File: config.mk
export PLATFORM = sky130hd
export DESIGN_NAME = echo_detector
export DESIGN_NICKNAME = d
export VERILOG_FILES = /design/src/rtl/sonar_pkg.sv /design/src/rtl/envelope_ema.sv /design/src/rtl/echo_detector.sv
export SDC_FILE = /design/constraint.sdc
export NUM_CORES = 1
export LEC_CHECK = 0
export ABC_AREA = 1
export ABC_CLOCK_PERIOD_IN_PS = 6000
export BUFFER_PORTS_ARGS = -buffer_cell sky130_fd_sc_hd__buf_2
export CORE_MARGIN = 3
export CORE_UTILIZATION = 50
export DETAILED_ROUTE_END_ITERATION = 7
export PLACE_DENSITY = 0.83
export SETUP_SLACK_MARGIN = 0.3
export SYNTH_ARGS = -nofsm -noshare
export SYNTH_HDL_FRONTEND = slang
export SYNTH_SLANG_ARGS = --single-unit
File: constraint.sdc
create_clock -name clk -period 6 [get_ports clk]
set_clock_uncertainty 0.1 [all_clocks]
set_input_delay 0.3 -clock clk [delete_from_list [all_inputs] [get_ports clk]]
set_output_delay 0.3 -clock clk [all_outputs]
set_load 0.02 [all_outputs]
File: src/rtl/sonar_pkg.sv
// Shared types and constants for the sonar receive path.
//   echo_state_t : measurement FSM states of echo_detector
//   TOF_NONE     : time-of-flight value reported when no echo was found
//                  (all ones of the default 16-bit counter width)
package sonar_pkg;

    localparam int SONAR_CW = 16;

    typedef enum logic [1:0] {
        IDLE  = 2'd0,
        ARMED = 2'd1,
        ECHO  = 2'd2,
        DONE  = 2'd3
    } echo_state_t;

    localparam logic [SONAR_CW-1:0] TOF_NONE = '1;

endpackage

File: src/rtl/envelope_ema.sv
// Rectifier plus one step of a shift-based exponential moving average.
// Purely combinational; the envelope register lives in the caller.
//   x_i      : signed sample
//   env_i    : current envelope (unsigned, always within [0, 2^(N-1)-1])
//   env_nx_o : envelope after absorbing x_i
module envelope_ema #(
    parameter int N        = 16,
    parameter int ALPHA_SH = 3
) (
    input  logic signed [N-1:0] x_i,
    input  logic        [N-1:0] env_i,
    output logic        [N-1:0] env_nx_o
);

    logic        [N-1:0] rect;
    logic signed [N:0]   diff;
    logic signed [N:0]   step;
    logic signed [N:0]   sum;
    logic                sum_msb_unused;

    always_comb begin
        // |most negative| does not fit in N signed bits: clamp to the max positive.
        if (x_i == {1'b1, {(N-1){1'b0}}}) begin
            rect = {1'b0, {(N-1){1'b1}}};
        end else if (x_i[N-1]) begin
            rect = -x_i;
        end else begin
            rect = x_i;
        end

        // One extra bit keeps (rect - env) exact; the arithmetic shift rounds
        // toward minus infinity, so env can never overshoot rect.
        diff = $signed({1'b0, rect}) - $signed({1'b0, env_i});
        step = diff >>> ALPHA_SH;
        sum  = $signed({1'b0, env_i}) + step;
    end

    // sum stays in [0, 2^(N-1)-1], so the top bit is always zero.
    assign env_nx_o       = sum[N-1:0];
    assign sum_msb_unused = sum[N];

endmodule

File: src/rtl/echo_detector.sv
// First-echo detector for the sonar receive path.
// Rectifies and smooths FIR output samples into an envelope, then finds the
// first echo with a hysteresis threshold and reports time of flight and peak.
// Ports:
//   clk, rst_n        : clock, asynchronous active-low reset
//   start             : one-cycle arm pulse (beats a simultaneous in_valid)
//   in_valid, X       : sample strobe and signed sample
//   thr_hi, thr_lo    : detect / release thresholds (unsigned)
//   timeout           : max samples per measurement (0 = unlimited)
//   env, tof, peak    : envelope, first-crossing index, peak envelope
//   detected          : last measurement found an echo
//   busy, done        : state decodes (ARMED/ECHO, DONE)
//   irq               : one-cycle pulse on entry to DONE
//   dbg_state         : registered FSM state for observation
// Handshake: in_valid is a one-cycle strobe with no back-pressure; a sample is
// consumed on the edge where in_valid=1 only in ARMED or ECHO, otherwise dropped.
module echo_detector
    import sonar_pkg::*;
#(
    parameter int N        = 16,
    parameter int CW       = SONAR_CW,
    parameter int ALPHA_SH = 3
) (
    input  logic          clk,
    input  logic          rst_n,
    input  logic          start,
    input  logic          in_valid,
    input  logic [N-1:0]  X,
    input  logic [N-1:0]  thr_hi,
    input  logic [N-1:0]  thr_lo,
    input  logic [CW-1:0] timeout,
    output logic [N-1:0]  env,
    output logic [CW-1:0] tof,
    output logic [N-1:0]  peak,
    output logic          detected,
    output logic          busy,
    output logic          done,
    output logic          irq,
    output echo_state_t   dbg_state
);

    localparam logic [CW-1:0] TOF_ALL_ONES = '1;

    echo_state_t   state_q, state_d;
    logic [N-1:0]  env_q, env_d;
    logic [CW-1:0] tof_q, tof_d;
    logic [N-1:0]  peak_q, peak_d;
    logic [CW-1:0] cnt_q, cnt_d;
    logic          det_q, det_d;
    logic          irq_q, irq_d;

    logic [N-1:0]  env_nx;
    logic [CW-1:0] count_nx;
    logic          accept;

    envelope_ema #(
        .N        (N),
        .ALPHA_SH (ALPHA_SH)
    ) u_ema (
        .x_i      (X),
        .env_i    (env_q),
        .env_nx_o (env_nx)
    );

    // Counter saturates so timeout=0 can never be matched by a wrap.
    assign count_nx = (cnt_q == TOF_ALL_ONES) ? cnt_q : cnt_q + 1'b1;
    assign accept   = in_valid && ((state_q == ARMED) || (state_q == ECHO));

    always_comb begin
        state_d = state_q;
        env_d   = env_q;
        tof_d   = tof_q;
        peak_d  = peak_q;
        cnt_d   = cnt_q;
        det_d   = det_q;

        if (start) begin
            state_d = ARMED;
            env_d   = '0;
            tof_d   = '0;
            peak_d  = '0;
            cnt_d   = '0;
            det_d   = 1'b0;
        end else if (accept) begin
            env_d = env_nx;
            cnt_d = count_nx;
            if (state_q == ARMED) begin
                if (env_nx >= thr_hi) begin
                    state_d = ECHO;
                    tof_d   = count_nx;
                    peak_d  = env_nx;
                end else if (count_nx == timeout) begin
                    state_d = DONE;
                    det_d   = 1'b0;
                    tof_d   = TOF_ALL_ONES;
                end
            end else begin
                if (env_nx > peak_q) begin
                    peak_d = env_nx;
                end
                // Release and truncation by timeout end the same way.
                if ((env_nx < thr_lo) || (count_nx == timeout)) begin
                    state_d = DONE;
                    det_d   = 1'b1;
                end
            end
        end

        irq_d = (state_d == DONE) && (state_q != DONE);
    end

    always_ff @(posedge clk or negedge rst_n) begin
        if (!rst_n) begin
            state_q <= IDLE;
            env_q   <= '0;
            tof_q   <= '0;
            peak_q  <= '0;
            cnt_q   <= '0;
            det_q   <= 1'b0;
            irq_q   <= 1'b0;
        end else begin
            state_q <= state_d;
            env_q   <= env_d;
            tof_q   <= tof_d;
            peak_q  <= peak_d;
            cnt_q   <= cnt_d;
            det_q   <= det_d;
            irq_q   <= irq_d;
        end
    end

    assign env       = env_q;
    assign tof       = tof_q;
    assign peak      = peak_q;
    assign detected  = det_q;
    assign irq       = irq_q;
    assign busy      = (state_q == ARMED) || (state_q == ECHO);
    assign done      = (state_q == DONE);
    assign dbg_state = state_q;

endmodule

==> flow_summary_export.csv <==
group,metric,value,unit
run_status,status,"finished clean",
floorplan,dieArea,15070,um^2
layout,final_cell_mix,"nand2_1 (277), inv_1 (161), buf_2 (119)",
floorplan,io_pins,122,
cts,cts_max_level,3,
synthesis,yosysTopAreaCellShare,24.96,%
placement,place.gp.congestion,0.9432,
setup_path,cp.required,6150,ps
setup_path,worstPathArrival,5790,ps
cts,clkSlewWorstSetupHoldPaths,50,ps
synthesis,ys.warnings.count,0,
setup_path,worstReg2RegStart,"env[4]",
timing,fmax,0.1773,GHz
timing,worst_pin_slew,972.7,ps
floorplan,die_h,122.8,um
cts,clk_latency,330,ps
global_route,grt_pass1_wl,29770,um
timing,max_slew_margin,35.08,%
setup_path,cp_slowest_cell,"nor4_4",
layout,synthToLayoutAreaGrowth,25.56,%
cts,hold_buffers,0,
layout,utilization,64.39,%
setup_path,crit_type,"in2reg",
layout,nFillCells,1148,
timing,setup-tns-final,0,ps
floorplan,core,13300,um^2
timing,rsz0062_at_grt,"true",
synthesis,avgSynthCellArea,6.658,um^2
drt,vias,7282,
timing,period_needed,5639,ps
drt,via_per_inst,5.410,
layout,mostFrequentLayoutCell,"nand2_1",
cts,cts_buffers,9,
flow_run,max_cap_violations,0,
timing,finalSetupViolations,0,
drt,wl,19760,um
cts,cts_buffer_depth,2,
drt,final_antenna_net_count,0,
timing,hold_slack,46.14,ps
setup_path,path_max_fanout,6,
global_route,grt_max_degree,69,
timing,min_period_over_period,93.99,%
synthesis,synthCells,1024,
synthesis,synth_seq_cells,68,
floorplan,start_util,51.28,%
synthesis,syn_area,6818,um^2
layout,n_antenna_cell,0,
floorplan,num_rows,42,
synthesis,ys_top_cells_by_area,"dfrtp_1 (25%), nand2_1 (16%), ha_1 (15%)",
placement,numPortBuffers,121,
synthesis,syn_nets,1177,
hold_path,min_path_type,"in2async",
layout,drive_above_1_share,22.22,%
timing,hold_viol_final,0,
synthesis,yosys.area.top_type,"dfrtp_1",
setup_path,start_kind,"input port",
global_route,antenna_found_initial,0,
floorplan,chipWidth,122.8,um
setup_path,r2r_end,"peak[12]",
placement,hpwl,14210,um
drt,first_pass_iters,5,
setup_path,regToRegSetupSlack,680,ps
cts,cts_root_buffer,"clkbuf_16",
setup_path,rr_worst_depth,29,
global_route,grt-ovfl-total,0,
setup_path,endpoint_kind,"flip-flop",
global_route,grt_pass1_vias,6473,
drt,drt_iter0_drc,435,
drt,drc,0,
cts,cts_sinks,68,
layout,nets,1318,
synthesis,synth_cell_type_count,37,
setup_path,crit_path_max_incr_delay,420,ps
drt,post_drt_wl_per_cell,14.68,um
cts,cts_tree,"done",
timing,slew_violations,0,
global_route,grt.total_usage,24.46,%
synthesis,seq_area_frac_synth,24.96,%
==> through the flow <==
stage	instances	cell area (um^2)	setup WS (ps)
2_1_floorplan	1024	6818	633.3
3_3_place_gp	1314	7659	-12.63
3_5_place_dp	1314	7659	-250.0
4_1_cts	1332	8071	301.0
5_1_grt	1346	8561	-78.19
6_report	1346	8561	360.9
==> metal layers <==
| metal | GRT usage (%) | vias up | routed length [um] |
|---|---|---|---|
| li1 | - | 3601 | - |
| met1 | 34.53 | 3347 | 8813 |
| met2 | 39.08 | 292 | 9030 |
| met3 | 4.101 | 42 | 1517 |
| met4 | 6.088 | 0 | 401 |
| met5 | 0 | - | 0 |
==> cell usage after synthesis <==
| master | number |
|---|---|
| a31oi_1 | 4 |
| a211oi_1 | 2 |
| o21a_1 | 3 |
| clkbuf_1 | 15 |
| or2_2 | 3 |
| and2_1 | 1 |
| buf_1 | 1 |
| nor2_2 | 1 |
| nand2_1 | 287 |
| a211oi_4 | 1 |
| o211ai_1 | 4 |
| nand3_1 | 60 |
| buf_2 | 1 |
| nand3b_1 | 5 |
| buf_6 | 4 |
| nand2_2 | 17 |
| nor2_4 | 2 |
| o21ai_0 | 73 |
| a21boi_0 | 1 |
| nor3_1 | 10 |
| xor2_1 | 24 |
| a21o_1 | 6 |
| o221ai_1 | 1 |
| nor2_1 | 71 |
| inv_2 | 1 |
| o21bai_1 | 4 |
| dfrtp_1 | 68 |
| fa_1 | 1 |
| nor4_1 | 4 |
| o21ai_2 | 14 |
| xnor2_1 | 10 |
| ha_1 | 84 |
| o21ai_1 | 2 |
| o31ai_1 | 3 |
| nand4_1 | 15 |
| inv_1 | 166 |
| a21oi_1 | 55 |
==> logic make-up (layout without fill, tap and decap cells) <==
family | Yosys count | count (layout) | share of synthesized area, %
AND/OR/NAND/NOR | 476 | 476 | 29.49
buffers and inverters | 188 | 334 | 10.81
AO/OA/AOI/OAI | 173 | 173 | 14.66
adder cells (fa/ha/maj) | 85 | 85 | 15.71
flip-flops | 68 | 68 | 24.96
XOR/XNOR | 34 | 34 | 4.368
==> state kept, by name, summed over array words and instances, names as in the netlist <==
name,flops
tof,16
dbg_state,2
cnt_q,16
env,16
peak,16
irq,1
detected,1
==> critical path: cells and delay by family <==
kind / cells / cell delay [ps]
xor gates and xnor gates: 2 / 430
and+or+nand+nor: 17 / 2450
buffers and inverters: 8 / 820
AOI/OAI and AO/OA: 7 / 830
adders and majority gates: 3 / 940
==> final cells by class <==
type / instances / area [um^2] / share of cell area (%)
Multi-Input combinational cell: 768 / 4691 / 54.79
Inverter: 167 / 631.9 / 7.381
Clock buffer: 9 / 225.2 / 2.631
Sequential cell: 68 / 1702 / 19.88
Clock inverter: 7 / 123.9 / 1.447
Tap cell: 176 / 220.2 / 2.572
Timing Repair Buffer: 150 / 960.9 / 11.22
Timing Repair inverter: 1 / 6.256 / 0.07308
==> worst max path at each step <==
| stage | cells after the start | startpoint | slack [ps] | endpoint |
|---|---|---|---|---|
| 4_1_cts | 38 | X[1] | 300 | tof[10] |
| 6_report | 37 | X[2] | 360 | peak[12] |
| 3_5_place_dp | 36 | X[1] | -250 | peak[1] |
| 2_1_floorplan | 35 | X[1] | 630 | peak[0] |
| 3_3_place_gp | 32 | X[1] | -10 | peak[13] |
| 5_1_grt | 34 | X[1] | -80 | peak[14] |
==> what timing repair did <==
action	4_1_cts	5_1_grt
endpoints found under the hold margin	0	0
setup endpoints to repair	32	36
cloned	1	6
buffers inserted	1	8
gates resized for setup	7	87
pin swaps	1	31
Power is not shown: default switching activity piles up to over one toggle a cycle in this logic, so the estimate is an artifact.
